**src/rtl/fmul_pipe.sv**
```systemverilog
// Two-stage pipelined IEEE-754 single-precision multiplier (y = x1 * x2).
// Stage 1 forms sign, biased exponent sum, raw 48-bit product and special
// flags; stage 2 normalises, rounds to nearest even and selects the result.
module fmul_pipe #(
  parameter int LAT = 2
) (
  input  logic        clk,
  input  logic        rst,
  input  logic [31:0] x1,
  input  logic [31:0] x2,
  input  logic        in_valid,
  input  logic        stall,
  output logic [31:0] y,
  output logic        out_valid
);

  if (LAT != 2) begin : g_lat_check
    $error("fmul_pipe supports LAT == 2 only");
  end

  // ---------------- stage 1: operand decode and raw product ----------------
  logic [7:0]        ea, eb;
  logic              s_d;
  logic signed [9:0] e_d;
  logic [47:0]       ma, mb, p_d;
  logic              zero_d, inf_d;

  assign ea     = x1[30:23];
  assign eb     = x2[30:23];
  assign s_d    = x1[31] ^ x2[31];
  assign e_d    = $signed({2'b00, ea} + {2'b00, eb} - 10'd127);
  assign ma     = {24'd0, 1'b1, x1[22:0]};
  assign mb     = {24'd0, 1'b1, x2[22:0]};
  assign p_d    = ma * mb;
  // Denormal inputs are flushed; NaN inputs fold into the inf path.
  assign zero_d = (ea == 8'h00) || (eb == 8'h00);
  assign inf_d  = (ea == 8'hff) || (eb == 8'hff);

  logic              v1, s1, zero1, inf1;
  logic signed [9:0] e1;
  logic [47:0]       p1;

  // ---------------- stage 2: normalise, round, select ----------------------
  logic [22:0]       mant;
  logic              guard, sticky;
  logic signed [9:0] e_n;
  logic [23:0]       mant_r;
  logic [31:0]       y_d;

  // NOTE: every variable assigned in always_comb gets a default first so no
  // path leaves it unassigned, which would otherwise infer a latch.
  always_comb begin
    mant   = p1[45:23];
    guard  = p1[22];
    sticky = |p1[21:0];
    e_n    = e1;
    if (p1[47]) begin
      mant   = p1[46:24];
      guard  = p1[23];
      sticky = |p1[22:0];
      e_n    = e1 + 10'sd1;
    end
    mant_r = {1'b0, mant} + {23'd0, guard & (sticky | mant[0])};
    // A carry out of the mantissa leaves mant_r[22:0] all zero: bump exponent.
    if (mant_r[23]) begin
      e_n = e_n + 10'sd1;
    end

    if (inf1 && zero1) begin
      y_d = 32'h7fc00000;
    end else if (inf1) begin
      y_d = {s1, 8'hff, 23'd0};
    end else if (zero1) begin
      y_d = {s1, 31'd0};
    end else if (e_n >= 10'sd255) begin
      y_d = {s1, 8'hff, 23'd0};
    end else if (e_n <= 10'sd0) begin
      y_d = {s1, 31'd0};
    end else begin
      y_d = {s1, e_n[7:0], mant_r[22:0]};
    end
  end

  // NOTE: pipeline state uses non-blocking assignments so every stage samples
  // the previous value of its upstream register on the same edge. The whole
  // datapath is cleared by reset because y must read zero after reset.
  always_ff @(posedge clk or posedge rst) begin
    if (rst) begin
      v1        <= 1'b0;
      s1        <= 1'b0;
      e1        <= '0;
      p1        <= '0;
      zero1     <= 1'b0;
      inf1      <= 1'b0;
      y         <= '0;
      out_valid <= 1'b0;
    end else if (!stall) begin
      v1        <= in_valid;
      s1        <= s_d;
      e1        <= e_d;
      p1        <= p_d;
      zero1     <= zero_d;
      inf1      <= inf_d;
      y         <= y_d;
      out_valid <= v1;
    end
  end

endmodule

```
**config.mk**
```make
export PLATFORM = sky130hd
export DESIGN_NAME = fmul_pipe
export DESIGN_NICKNAME = d
export VERILOG_FILES = /design/src/rtl/fmul_pipe.sv
export SDC_FILE = /design/constraint.sdc
export NUM_CORES = 2
export LEC_CHECK = 0
export ABC_AREA = 1
export CAP_MARGIN = 20
export CORE_MARGIN = 2
export CORE_UTILIZATION = 45
export CTS_CLUSTER_SIZE = 20
export DETAILED_ROUTE_END_ITERATION = 8
export SLEW_MARGIN = 20
export SYNTH_ARGS = -nofsm -noshare
export SYNTH_HDL_FRONTEND = slang
export SYNTH_SLANG_ARGS = --single-unit
```
**constraint.sdc**
```tcl
create_clock -name clk -period 4.2 [get_ports clk]
set_input_delay 1.05 -clock clk [delete_from_list [all_inputs] [get_ports clk]]
set_output_delay 1.05 -clock clk [all_outputs]
set_load 0.005 [all_outputs]
```
# Word level (Yosys, flattened, before mapping)
# Index checks and enable logic that the tools add are counted.
totals:
  register_bits: 95
  in_bits: 68
classes:
  n_addsub: 5
  n_mul: 1
  n_lt_le_gt_ge: 2
  n_eq_ne: 2
  n_mux: 10
  bitwise_logic: 3
  reduce_logical: 7
op_table:
  columns: ["cell", "count"]
  rows:
  - ["$mux W31", 4]
  - ["$mul A24 B24 Y48", 1]
  - ["$mux W32", 1]
  - ["$add A23 B1 Y24", 1]
  - ["$mux W23", 1]
  - ["$reduce_or A23 Y1", 1]
  - ["$reduce_or A22 Y1", 1]
  - ["$add A10 B2 Y10 const B", 2]
  - ["$mux W10", 2]
  - ["$eq A8 B8 Y1 const B", 2]
  - ["$logic_not A8 Y1", 2]
  - ["$ge A10 B9 Y1 const B", 1]
  - ["$le A10 B1 Y1 const B", 1]
  - ["$sub A9 B7 Y10 const B", 1]
  - ["$add A8 B8 Y9", 1]
  - ["$logic_or A1 B1 Y1", 2]
  - ["$mux W1", 2]
  - ["$and A1 B1 Y1", 1]
  - ["$logic_and A1 B1 Y1", 1]
  - ["$or A1 B1 Y1", 1]
  - ["$xor A1 B1 Y1", 1]

# Longest topological paths before layout
logic_depth:
  depth_word: 12
  ltp_mapped: 31

# Worst setup path before layout
# No wires, ideal clock.
synth_timing:
  path_type: "input to register"
  startpoint: "input x2[3]"
  endpoint: "register p1[39]"
  setup_ns: 0.133
  arrival_ns: 6.794
  required_time_ns: 4.067
  setup_slack_ns: -2.727
  cell_stages: 28
  path_cell_list: "clkbuf_1 -> nand2_1 -> fa_1 -> inv_1 -> fa_1 -> inv_1 -> fa_1 -> inv_1 -> fa_1 -> inv_1 -> fa_1 -> inv_1 -> fa_1 -> inv_1 -> fa_1 -> inv_1 -> ha_1 -> nand2_1 -> nand2_1 -> a31oi_1 -> o21ai_0 -> nand2_1 -> nand3_1 -> a21oi_1 -> o21ai_0 -> or2_2 -> nand3_1 -> o21ai_0"
synth_between:
  elab_chain_cells: 1
synth_rtl:
  columns: ["item", "line_no", "source"]
  rows:
  - ["start: declaration", "10", "input logic [31:0] x2,"]
  - ["$mul A24 B24 Y48", "34", "assign p_d = ma * mb;"]
  - ["end signal: assignment", "101", "p1 <= p_d;"]
  - ["end: declaration", "41", "logic [47:0] p1;"]
# Every way passes these cells.
# A chain may end at the register's enable or synchronous reset.

# Worst setup path after layout
layout_timing:
  startpoint: "input x1[14]"
  endpoint: "register p1[42]"
layout_between:
  elab_chain_cells: 1
layout_rtl:
  columns: ["item", "line_no", "source"]
  rows:
  - ["start: declaration", "9", "input logic [31:0] x1,"]
  - ["$mul A24 B24 Y48", "34", null]
# Every way passes these cells.

==> qor.txt <==
status: complete, but fails checks
failing checks: negative setup slack
aggregate global routing overflow: 0
Post-Syn Nets: 4087
CTS Buffer Depth: 2
post-synthesis sequential area ratio: 9.42%
dpl ws: -3390 ps
Slowest cell on crit path: fa_1
Final WS setup: -2450 ps
GPL Wtd Cong: 0.918
commonest register cell after synthesis: dfrtp_1
initial antenna violation count: 1
# nets final: 4518
Core Rows: 86
largest net degree at the start of global routing: 87
number of hold buffers added after cts: 0
Fmax: 150 MHz
placed cell area: 30100 um2
Synth cell types: 52
area leader, netlist: fa_1
Worst Path Required: 4430 ps
count leader, synth: inv_1
Crit path max-delay family: adder cells
Worst Setup End Kind: flop
first-pass GRT wire length: 129000 um
DRC Markers: 0
Antenna Violating Nets Remaining: 0
Yosys reg bits: 95
final setup violation count: 42
Mean Syn Cell Area: 7.54 um2
Worst-path clk slew: 80 ps
CP Launch Type: input port
vias post-DR: 22887
number of global-route vias before repair: 24436
Total Wirelength: 80500 um
CTS tree: done
die area: 58000 um2
clk_skew: 16.0 ps
Synth top cells by count: inv_1, nand2_1, fa_1, ha_1, nor2_1
CP Buf/Inv Count: 7
hold slack: 488 ps
share of layout cells above drive strength 1: 26.8%
RSZ-0062 raised after global routing: true
YS warnings: 0
Final Cycle Share: 158%
Wirelength per Cell: 17.8 um
worst-path fanout max: 3
Buffers on Ports: 100
Root Buffer: clkbuf_16
Post-Synthesis Cells: 3345
Hold Fails Final Rpt: 0
asr flop ratio synth: 100%
area delta synth->final: 36.4%
hpwl dp: 58400 um
later-pin clock latency in the skew report: 360 ps
Final Cell Area: 34400 um2
Core Area: 55300 um2
clock period minus worst slack: 6650 ps
Die W: 241 um
number of enable flip-flop cells after synthesis: 0
delay of the slowest critical-path stage: 570 ps
arrival time at the worst endpoint: 6880 ps
Worst slew margin: 45.5%
Die H: 241 um
clock tree sinks: 95
Num CTS Buffers: 9
setup TNS: -87530 ps
Worst Setup Path Type: input port to flop
Initial Util: 45.6%
Ports: 101
initial DRC count: 1466
Worst Max-Slew Pin Slew: 817 ps
Min-Delay Path Class: flop to flop
H-Tree Depth: 3
Max Slew Vio Count: 0
DR pass1 iterations: 8
max cap viols: 0
main area contributors after synthesis: fa_1, inv_1, nand2_1
combined area of all synthesized cells: 25200 um2
GRT Total Usage: 28.8%
most used cell, CP: fa_1
top cell type's share of synthesized area: 38.3%
crit path cell chain: buf_12 > buf_16 > buf_8 > buf_6 > nand2_1 > inv_1 > fa_1 > inv_2 > fa_1 > inv_1 > fa_1 > fa_2 > fa_1 > fa_1 > fa_1 > ha_4 > a21o_1 > a21oi_2 > o21ai_4 > a221oi_2 > nand3_2 > xor2_1 > nand2_1 > o21ai_1
DR vias/cell: 5.05
==> through the flow <==
stage,std cells,util (%)
2_1_floorplan,3345,-
3_3_place_gp,4368,54.4
3_5_place_dp,4368,54.4
4_1_cts,4509,60.6
5_1_grt,4530,62.2
6_report,4530,62.2
==> routing by layer <==
layer  vias to the layer above  routed length [um]  GRT usage (%)
li1                      10513                   -              -
met1                     11386               32900           37.9
met2                       795               39300           49.6
met3                       193                5900           4.87
met4                         0                2380           7.13
met5                         -                   0              0
==> cell type report <==
cell class | count | area (um2)
Antenna cell | 1 | 2.50
Clock buffer | 10 | 239
Clock inverter | 6 | 57.6
Fill cell | 4677 | 20900
Inverter | 990 | 3730
Multi-Input combinational cell | 2142 | 20900
Sequential cell | 95 | 2380
Tap cell | 748 | 936
Timing Repair Buffer | 538 | 6170
==> cell usage in the layout, fill, tap and decap left out, types with 29 or more instances in the layout <==
cell,count
a21oi_1,31
buf_12,57
buf_16,29
buf_4,270
buf_6,96
clkdlybuf4s50_1,53
dfrtp_1,95
fa_1,446
fa_2,37
ha_1,150
ha_4,37
inv_1,867
inv_2,117
nand2_1,801
nand2_2,61
nand2_4,39
nand3_1,59
nor2_1,76
o21ai_0,51
o21ai_1,44
o21ai_2,31
==> what timing repair did <==
| item | 4_1_cts | 5_1_grt |
|---|---|---|
| gates cloned | 39 | 0 |
| setup buffers | 90 | 25 |
| resized for setup | 647 | 224 |
| endpoints found under the setup margin | 43 | 42 |
| pin swaps | 209 | 133 |
==> sequential cells by signal, summed over array words and instances, names as in the netlist <==
signal	flops
e1	10
inf1	1
out_valid	1
p1	48
s1	1
v1	1
y	32
zero1	1
==> worst register-to-register path, cell delays in order, from the launching register on <==
cell,delay [ps]
dfrtp_1,400
buf_4,240
o21ai_0,430
nand2_1,170
nor2_4,200
nand4_1,240
nor2_1,310
nand3_1,110
nand2_1,80
nand2_1,60
nor2_1,180
nand3_2,190
nand2_2,150
nor2_4,40
nand3_4,290
o21ai_0,140
==> logic make-up (layout without fill, tap and decap cells) <==
group	Yosys count	after routing	share of synthesized area, %
DFF	95	95	9.42
xor gates and xnor gates	39	39	1.43
other	0	1	0
and+or+nand+nor	1186	1186	19.2
buffers and inverters	1108	1544	16.7
AOI/OAI and AO/OA	243	243	5.45
adders and majority gates	674	674	47.8
==> final timing paths <==
kind                        start  endpoint  slack (ps)  cells after the start
setup / recovery           x1[14]    p1[42]       -2450                     24
hold / removal             p1[21]    p1[21]         490                      2
setup reg to reg           p1[47]     y[21]         870                     15
hold reg to reg            p1[21]    p1[21]         490                      2
max in group asynchronous     rst      y[0]        2410                      2
min in group asynchronous     rst    p1[41]        1200                      2
Power is not shown: default switching activity piles up to over one toggle a cycle in this logic, so the estimate is an artifact.
